[src/rtl/ram_filler_pkg.sv]
// Shared types and constants for the ram_filler fill engine:
// FSM states, fill-mode encodings and the 16-bit LFSR definition.
package ram_filler_pkg;

  typedef enum logic [1:0] {
    IDLE  = 2'd0,
    WRITE = 2'd1,
    DONE  = 2'd2
  } state_t;

  localparam logic [1:0] FILL_CONST = 2'd0;
  localparam logic [1:0] FILL_INC   = 2'd1;
  localparam logic [1:0] FILL_ADDR  = 2'd2;
  localparam logic [1:0] FILL_LFSR  = 2'd3;

  // x^16+x^14+x^13+x^11+1 in right-shifting Fibonacci form: feedback from bits 0,2,3,5
  localparam logic [15:0] LFSR_TAPS = 16'h002D;
  localparam logic [15:0] LFSR_SEED = 16'hACE1;

  function automatic logic [15:0] lfsr_next(input logic [15:0] s);
    return {^(s & LFSR_TAPS), s[15:1]};
  endfunction

  // All-zero is the lock-up state of the LFSR, so it is never used as a seed
  function automatic logic [15:0] lfsr_seed(input logic [15:0] p);
    logic [15:0] s;
    s = LFSR_SEED ^ p;
    if (s == 16'h0000) s = 16'h0001;
    return s;
  endfunction

endpackage

[src/rtl/ram_filler_pattern.sv]
// fill_pattern_gen: produces the current fill word from the latched mode/pattern.
// The LFSR register exists only when RAM_FILLER_LFSR_EN is defined; otherwise
// mode 3 falls back to the constant pattern.
module fill_pattern_gen
  import ram_filler_pkg::*;
#(
  parameter int DATA_W = 8
) (
  input  logic              clk,
  input  logic              reset_n,
  input  logic [1:0]        mode,
  input  logic [DATA_W-1:0] pattern,
  input  logic [DATA_W-1:0] pos,      // low bits of the current write address
  input  logic              load,     // latch mode/pattern, restart sequences
  input  logic              step,     // current word accepted, advance
  output logic [DATA_W-1:0] data
);

  logic [1:0]        mode_q;
  logic [DATA_W-1:0] pat_q;
  logic [DATA_W-1:0] inc_q;

  // Latch configuration on load; incrementing word advances per accepted word
  always_ff @(posedge clk or negedge reset_n) begin
    if (!reset_n) begin
      mode_q <= FILL_CONST;
      pat_q  <= '0;
      inc_q  <= '0;
    end else if (load) begin
      mode_q <= mode;
      pat_q  <= pattern;
      inc_q  <= pattern;
    end else if (step) begin
      inc_q  <= inc_q + 1'b1;
    end
  end

`ifdef RAM_FILLER_LFSR_EN
  logic [15:0] lfsr_q;

  // LFSR reseeds on load and steps once per accepted word
  always_ff @(posedge clk or negedge reset_n) begin
    if (!reset_n)  lfsr_q <= LFSR_SEED;
    else if (load) lfsr_q <= lfsr_seed(16'(pattern));
    else if (step) lfsr_q <= lfsr_next(lfsr_q);
  end
`endif

  // Select the word for the current address
  always_comb begin
    data = pat_q;
    case (mode_q)
      FILL_INC:  data = inc_q;
      FILL_ADDR: data = pos;
`ifdef RAM_FILLER_LFSR_EN
      FILL_LFSR: data = lfsr_q[DATA_W-1:0];
`endif
      default:   data = pat_q;
    endcase
  end

endmodule

[src/rtl/ram_filler.sv]
// ram_filler: fills [start_addr, end_addr) of SDRAM, one word per write ack.
// Optional feature: RAM_FILLER_LFSR_EN enables the pseudo-random mode 3.
module ram_filler
  import ram_filler_pkg::*;
#(
  parameter int ADDR_W = 25,
  parameter int DATA_W = 8
) (
  input  logic              clk,
  input  logic              reset_n,
  input  logic              ena,
  input  logic              trigger,
  input  logic              abort,
  input  logic [ADDR_W-1:0] start_addr,
  input  logic [ADDR_W-1:0] end_addr,
  input  logic [DATA_W-1:0] pattern,
  input  logic [1:0]        mode,
  input  logic              ack,
  output logic              busy,
  output logic              done,
  output logic              wr,
  output logic [ADDR_W-1:0] addr,
  output logic [DATA_W-1:0] data
);

  state_t            state_q, state_d;
  logic [ADDR_W-1:0] pos_q, pos_d;
  logic [ADDR_W-1:0] end_q, end_d;
  logic              load, step;

  // State and address registers
  always_ff @(posedge clk or negedge reset_n) begin
    if (!reset_n) begin
      state_q <= IDLE;
      pos_q   <= '0;
      end_q   <= '0;
    end else begin
      state_q <= state_d;
      pos_q   <= pos_d;
      end_q   <= end_d;
    end
  end

  // Next state; abort wins over a same-cycle ack so that word is not counted
  always_comb begin
    state_d = state_q;
    pos_d   = pos_q;
    end_d   = end_q;
    load    = 1'b0;
    step    = 1'b0;
    case (state_q)
      IDLE: if (ena && trigger) begin
        load  = 1'b1;
        end_d = end_addr;
        if (start_addr < end_addr) begin
          state_d = WRITE;
          pos_d   = start_addr;
        end else begin
          state_d = DONE;
        end
      end
      WRITE: if (ena) begin
        if (abort) begin
          state_d = IDLE;
        end else if (ack) begin
          step = 1'b1;
          if (pos_q == end_q - ADDR_W'(1)) state_d = DONE;
          else                             pos_d   = pos_q + ADDR_W'(1);
        end
      end
      DONE: if (ena) state_d = IDLE;
      default: state_d = IDLE;
    endcase
  end

  fill_pattern_gen #(.DATA_W(DATA_W)) u_gen (
    .clk     (clk),
    .reset_n (reset_n),
    .mode    (mode),
    .pattern (pattern),
    .pos     (pos_q[DATA_W-1:0]),
    .load    (load),
    .step    (step),
    .data    (data)
  );

  assign busy = (state_q == WRITE);
  assign wr   = (state_q == WRITE);
  assign done = (state_q == DONE);
  assign addr = pos_q;

endmodule

[config.mk]
export PLATFORM = sky130hd
export DESIGN_NAME = ram_filler
export DESIGN_NICKNAME = d
export VERILOG_FILES = /design/src/rtl/ram_filler_pkg.sv /design/src/rtl/ram_filler_pattern.sv /design/src/rtl/ram_filler.sv
export SDC_FILE = /design/constraint.sdc
export NUM_CORES = 1
export LEC_CHECK = 0
export BUFFER_PORTS_ARGS = -buffer_cell sky130_fd_sc_hd__clkbuf_2
export CAP_MARGIN = 10
export CORE_ASPECT_RATIO = 2
export CORE_UTILIZATION = 51
export DETAILED_ROUTE_END_ITERATION = 16
export HOLD_SLACK_MARGIN = 0.02
export PLACE_DENSITY = 0.77
export SLEW_MARGIN = 20
export SYNTH_ARGS = -nofsm -noshare
export SYNTH_HDL_FRONTEND = slang
export SYNTH_SLANG_ARGS = --single-unit
[constraint.sdc]
create_clock -name clk -period 2.9 [get_ports clk]
set_input_delay 0.29 -clock clk [delete_from_list [all_inputs] [get_ports clk]]
set_output_delay 0.29 -clock clk [all_outputs]
set_load 0.03 [all_outputs]
==> summary by stage, run 1 <==
Global route
The pin count of the biggest net entering global routing is 34. For met3 alone, demand over resource in global routing was 7.23%. The routing usage on met2 is 66.8%. met2 is the most crowded layer. The number of global-route vias before repair is around 6300.

The global-route track usage on met1 is a little under two fifths. The first global-routing pass estimated 31400 um of wire. The final global-route overflow total is 0. The global-route usage over all layers is 38.4%.

The initial antenna violation count is 0.

Drt
The number of DRC markers in iteration 0 is 360. The count of nets left with antenna violations after detail routing is 0. Dividing the detail-routed via count by the number of cells gives 6.16. After detailed routing, the number of remaining DRC violations is 0. The routed layout has 6249 vias.

The first detailed-routing pass ran for 7 iterations. After detailed routing, the average wire length per cell comes to 20.0 um. The total routed wirelength is 20300 um.

CTS
After clock tree synthesis, the clock-pin slew on the worst setup and hold paths is 0.06 ns. The worst-case clock buffer depth is 2. TritonCTS built the clock tree. The library cell used as clock root buffer is clkbuf_16. The H-tree depth is 3.

Clock tree synthesis found a total of 70 sinks. The clock latency at the later pin of the worst-skew pair is 0.34 ns. The total CTS buffers is 9.

Synthesis
dfrtp_1 takes more of the synthesized area than any other cell. During synthesis, Yosys emitted a total of 0 warnings. Ranked by instance count, the synthesized netlist is headed by 109 x nand2_1, 70 x dfrtp_1, 50 x o21ai_0.

The average cell area after synthesis is 7.89 um^2. Sorting the synthesized cells by area gives the leading types as dfrtp_1 32%, nand2_1 7.5%, ha_1 6.7%. The number of different library cells used by synthesis comes to 72. The number of enable-type register cells in the synthesized netlist is 0.

The top cell type by area accounts for 32.2% of the synthesized area. The commonest register cell after synthesis is dfrtp_1. Summing every instance area after synthesis gives 5440 um^2. The number of register bits inferred by synthesis is 70.

The most common cell in the synthesized netlist is nand2_1. The synthesized netlist cell count is 689. For this run, asynchronously set or reset flops after synthesis account for 100%.

The register area share after synthesis is 32.2%. Synthesis produced a netlist with a net count of 784.

Pwr
The switching part of the total power is between 40% and 50%. Internal power comes to roughly 4200 uW. The maximum ir drop on the vdd rail is 0.000785 V. The share of total power dissipated in the clock network is 13.4%. For this design the ratio of total power to cell area is 1100 nW/um^2. The net switching power figure is 4030 uW. The reported leakage power is 0.00350 uW.

The sequential power share is 24.7%. Per report_power, the combinational group accounts for 61.8% of the total.

Critical path
The startpoint identified for the worst register-to-register timing path is end_q[1]. The timing startpoint of the critical path is end_q[1]. The worst setup path is captured at a flop. In this run the worst path has a maximum fanout of 5. The number of cells on the worst reg-to-reg path is 15. The destination of the critical timing path is addr[8]. The kind of critical path is reg2reg. The kind of start point of the critical path is a flop. Data on the critical path arrives at its endpoint at 3.47 ns. The worst register-to-register path ends at addr[8]. The critical path required time is ~3.2 ns.

For flop-to-flop paths, the worst setup slack is -0.30 ns.

STA
Headroom to the max-slew limit came out at about 44%. The final worst clock skew is 0.0105 ns. The post-route clock period utilization is 110%. The setup-violating endpoint count in the final report is 27.

Setup repair after global routing could not meet its margin everywhere. The hold violation count in the final report is 0. The achievable frequency is between 0.3 and 0.4 GHz. The transition at the pin with the smallest max-transition slack is between 0.8 and 0.9 ns.

The worst hold slack is around 0.16 ns. The number of slew-limit violations in the final report is 0. Setup slack on the critical path of the routed design comes to -0.297 ns.

The minimum clock period is about 3.2 ns.

Placed design
The cell total after placement is 990. After legalization and detailed placement, the total HPWL measured 15600 um. Before CTS, the worst setup slack after placement is -0.525 ns.

The number of input and output port buffers inserted is 101. At the end of routability-driven placement, the weighted congestion stood at 0.963.

Layout
The number of diodes added for antenna fixing is 0. The post-route non-filler standard cell count is 1014. After the last flow step, the layout net total stands at about 970. The filler cell count in the final layout is 831. From synthesis to final layout, the design area changed by 36.6%.

The fraction of layout instances using a drive strength above 1 is 32.6%.

Floorplanning
For this configuration, the core starts out at a cell density of 52.2%. From left edge to right edge, the die measures 75.0 um. The floorplan has 53 rows.

Measured along the y axis, the die boundary spans 148 um. ~100 I/O pins were placed. The die area is 11100 um^2. The floorplan step defined a core boundary enclosing roughly 10000 um^2.

Outcome
The checks that failed: negative setup slack. The flow ran to the end, but the final reports show violations.

Flow run
The reported max-cap violation count is 0.

Hold path
The worst hold path belongs to the class in2reg.
state kept, by name (all words and copies together) (netlist names):
signal	cells
addr	25
end_q	25
state_q	2
u_gen.inc_q	8
u_gen.mode_q	2
u_gen.pat_q	8
per-stage QoR:
step	utilization (%)	total power [uW]	setup TNS [ns]	cell area, um^2
2_1_floorplan	-	4830	-1.14	5490
3_3_place_gp	65.2	6610	-10.79	6790
3_5_place_dp	65.2	6720	-11.35	6790
4_1_cts	69.8	7940	-6.23	7270
5_1_grt	71.3	8660	-10.84	7430
6_report	71.3	8190	-6.57	7430
cells in the final DEF, fill, tap and decap left out, types with 6 or more instances in the layout:
cell / count
a21oi_1: 30
o21ai_0: 50
nor2_1: 40
nand2_1: 107
nor3_1: 15
a21o_1: 7
xor2_1: 13
inv_1: 46
nand3_1: 19
clkbuf_16: 9
a22oi_1: 9
nand4_1: 16
o211ai_1: 7
ha_1: 28
and3_1: 8
buf_6: 9
nor4_1: 9
clkbuf_2: 100
and2_1: 6
dfrtp_1: 69
buf_4: 100
xnor2_1: 15
nand3_2: 6
or3_1: 7
worst min-delay path by stage:
stage,start,endpoint,slack (ns),depth (start not counted)
finish,pattern[5],u_gen.pat_q[5],0.16,3
global placement,reset_n,u_gen.pat_q[2],0.34,1
global route,pattern[4],u_gen.pat_q[4],0.17,3
floorplan,reset_n,addr[0],-0.006,0
CTS,pattern[5],u_gen.pat_q[5],0.16,3
detailed placement,reset_n,u_gen.pat_q[2],0.33,1
per-layer routing:
metal / vias to the layer above / share of wire [%]
met3: 111 / 5.9
li1: 2856 / -
met5: - / 0
met1: 2987 / 33
met2: 295 / 53
met4: 0 / 8.1
power groups by stage:
stage	combinational (uW)	sequential (uW)	clock (uW)
after detailed placement	4720	2000	0
final	5070	2030	1100
after CTS	4850	1990	1100
after global placement	4630	1980	0
after global routing	5440	2070	1150
after floorplan	2650	2180	0
area by class of cell:
type	count	area, um^2	share of cell area [%]
inverter	48	180	2.43
timing repair buffer	215	1440	19.4
multi-input combinational	529	3600	48.4
tap	137	171	2.31
sequential	70	1750	23.6
clock buffer	11	243	3.27
clock inverter	4	47.5	0.640
critical path: stages, from the launching register on:
cell and delay [ns]:
dfrtp_1 0.39, inv_2 0.09, ha_4 0.14, or4b_4 0.48, buf_6 0.16, nor4b_4 0.24, o211ai_1 0.13, a21oi_1 0.17
nand4_1 0.14, nor4_4 0.36, buf_4 0.19, buf_4 0.11, nor2_4 0.04, buf_4 0.14, a41oi_2 0.18, o22a_1 0.15
timing repair:
action | in CTS | in global routing
buffers inserted | 7 | 2
pin swaps | 16 | 14
endpoints found under the hold margin | 24 | 0
gates resized for setup | 26 | 36
hold buffers | 1 | 0
cloned | 1 | 0
endpoints found under the setup margin | 27 | 27
kinds of logic (layout without fill, tap and decap cells):
family | count (synthesis) | count (layout) | share of synthesized area (%)
buffers and inverters | 90 | 278 | 6.74
xor gates and xnor gates | 30 | 30 | 4.83
AOI/OAI and AO/OA | 176 | 176 | 21.2
muxes | 6 | 6 | 1.15
DFF | 70 | 70 | 32.2
and+or+nand+nor | 288 | 288 | 27.2
adders and majority gates | 29 | 29 | 6.67
No activity file was read; power rests on OpenSTA's default activity.
==> run 2: changes to the inputs <==
- clock period: 2.9 -> 2.8 ns (I/O delays scaled with it)
==> run 2 against run 1 <==
Compared with the run above: the flow still finishes with violations (negative setup slack); clock skew barely moved; hold slack got worse by 0.15 ns; first-iteration DRC count is 12% higher; combinational power is 6.7% higher; non-clock buffer count up 7.
==> summary by stage, run 2 (synthesis results as in run 1) <==
Drt
The first detailed-routing pass took 6 iterations. After detailed routing, the number of vias per cell comes to 6.10. For this block, the initial DRC count from the detailed router was about 400.

The routed via count is 6224. The post-detailed-route DRC marker count is 0. The total routed wirelength is 20100 um. The per-cell routed wire length is 19.6 um. The count of nets left with antenna violations after detail routing is 0.

Floorplanning
The count of standard-cell rows is 53. The starting density of the core is between 50% and 60%. The total core area is 10400 um^2. The width of the die is 75.0 um. The vertical die dimension is 148 um. The floorplan step defined a die boundary enclosing approximately 11000 um^2. The top-level port count is 102.

Layout
Counting the fill cells in the layout gives 863. Leaving out fill and tap cells, the most frequent cells in the layout are 108 x nand2_1, 107 x buf_4, 100 x clkbuf_2. Cells with a size suffix above 1 make up between 30% and 40% of the layout. The number of diodes added for antenna fixing is 0. From synthesis to final layout, the design area changed by 36.9%. At the end of the flow the core is filled with cells to a little under three quarters. For this run, the post-layout net count is ~1000.

The library cell used most frequently in the layout, excluding fill and tap cells, is nand2_1.

Placed design
In this run the tool buffered the top-level ports with between 100 and 150 buffer cells. The congestion estimate from routability-driven global placement came to roughly 0.99. The post-detailed-placement half-perimeter wirelength is 15600 um.

Global route
The initial antenna violation count was 0. The number of global-route vias before repair is 6061. The global-route wire length before repair is about 30000 um.

The global-route usage over all layers is 37.5%. The pin count of the biggest net entering global routing is 44. The final global-route overflow total is 0.

Critical path
The critical path required time is 3.02 ns. The data arrival time of the critical path is 3.46 ns. The most repeated library cell on the critical path is buf_4. The delay contributed by the slowest stage of the critical path is 0.59 ns. The combined buffer and inverter count along the critical path is 3. The kind of critical path is reg2reg.

In this run the worst path has a maximum fanout of 7. STA classifies the critical path startpoint as a flop. The signal on the critical path passes through or4_4, nor2_2, or4b_4, o21ai_1, o311a_4, nor4_4, buf_4, buf_6, or2_4, buf_4, o311a_1, o31a_1. The endpoint class of the critical path is a flop. The top cell family by delay on the critical path is simple AND/OR/NAND/NOR gates.

The slowest stage cell on the critical path is or4_4.

Pwr
Per report_power, the clock group accounts for 12.0% of the total. The maximum ir drop on the vdd rail is ~0.00084 V. Power spread over the standard cell area amounts to 1140 nW/um^2. After layout, the design draws a total of 8450 uW. The switching part of the total power is 49.3%. The design internal power is between 4000 and 5000 uW. The net switching power figure is 4160 uW. Combinational cells account for 64.1% of the total power. The reported leakage power is 0.00351 uW. The sequential power share is 23.9%.

STA
The hold violation count in the final report came to 0. The final worst slack is -0.435 ns. The number of slew-limit violations in the final report was 0. The final worst clock skew is around 0.011 ns. The worst hold slack is about 0.0066 ns. The total negative slack for setup checks is -8.67 ns.

Setup violations remaining at the end of the flow were counted as 27. Setup repair after global routing could not meet its margin everywhere. At the pin with the least slew margin, the transition time is about 0.8 ns.

After layout, the worst path uses 116% of the clock period. The worst pin sits at a relative slew slack of 45.8%. The worst path in the final design needs a cycle of 3.24 ns, including I/O delays and setup. For this run, the top clock speed supported by timing is 0.309 GHz.

CTS
Buffers inserted during clock tree synthesis total 9. The clock latency at the later pin of the worst-skew pair is around 0.34 ns. The clock edge transition at the registers on the reported setup and hold paths is about 0.06 ns. CTS built an H-tree with a depth of 3. The clock passes through at most 2 buffers. TritonCTS built the clock tree.

In this run the clock root is driven by a clkbuf_16. The number of clock sinks seen by CTS is 70.

Hold path
The kind of path behind the tightest hold check is in2async.

Outcome
The flow ran to the end, but the final reports show violations. The final reports fail on negative setup slack.

Flow run
The reported max-cap violation count is 0.
==> run 2: path summary, 6_finish.rpt <==
path	from	end	slack, ns	cells after the start
worst min-delay path	reset_n	state_q[1]	0.007	1
min in group clk	pattern[0]	u_gen.pat_q[0]	0.15	3
worst max register to register	end_q[17]	addr[20]	-0.44	12
max in group asynchronous	reset_n	addr[2]	2.09	2
worst min register to register	u_gen.pat_q[7]	u_gen.pat_q[7]	0.49	2
worst max-delay path	end_q[17]	addr[20]	-0.44	12
==> run 2: final cells by class <==
class | instances | area, um^2 | share of cell area [%]
repair buffers | 222 | 1490 | 20.0
clock buffers | 11 | 233 | 3.13
well taps | 137 | 171 | 2.30
inverters | 48 | 180 | 2.42
flip-flops and latches | 70 | 1750 | 23.5
multi-input cells | 529 | 3600 | 48.3
clock inverters | 4 | 25.0 | 0.336
==> run 2: repair_timing <==
| item | 4_1_cts | 5_1_grt |
|---|---|---|
| pin swaps | 24 | 17 |
| setup buffers | 12 | 4 |
| hold buffers | 0 | 0 |
| resized for setup | 29 | 28 |
| setup endpoints to repair | 27 | 27 |
==> run 2: per-layer routing <==
metal	track usage [%]	part of all wire [%]
met1	38.3	34
met2	65.7	52
met3	6.68	5.6
met4	26.2	7.7
met5	0	0
==> run 2: through the flow <==
stage	area [um^2]	setup WS, ns	cells
3_3_place_gp	6810	-0.443	992
4_1_cts	7270	-0.383	1017
3_5_place_dp	6810	-0.507	992
6_report	7440	-0.435	1021
2_1_floorplan	5490	-0.259	689
5_1_grt	7440	-0.568	1021
==> run 2: power groups by stage <==
stage | combinational, uW | clock, uW | sequential, uW
2_1_floorplan | 2750 | 0 | 2250
3_3_place_gp | 4950 | 0 | 1970
3_5_place_dp | 5050 | 0 | 2010
4_1_cts | 5180 | 1030 | 2000
5_1_grt | 5800 | 1070 | 2060
6_report | 5410 | 1020 | 2020
==> run 2: worst reg2reg max path, cell delays in order (launching register included) <==
cell and delay (ns):
dfrtp_1 0.37, or4_4 0.59, nor2_2 0.10, or4b_4 0.48
o21ai_1 0.17, o311a_4 0.23, nor4_4 0.04, buf_4 0.16
buf_6 0.14, or2_4 0.26, buf_4 0.15, o311a_1 0.32
o31a_1 0.10
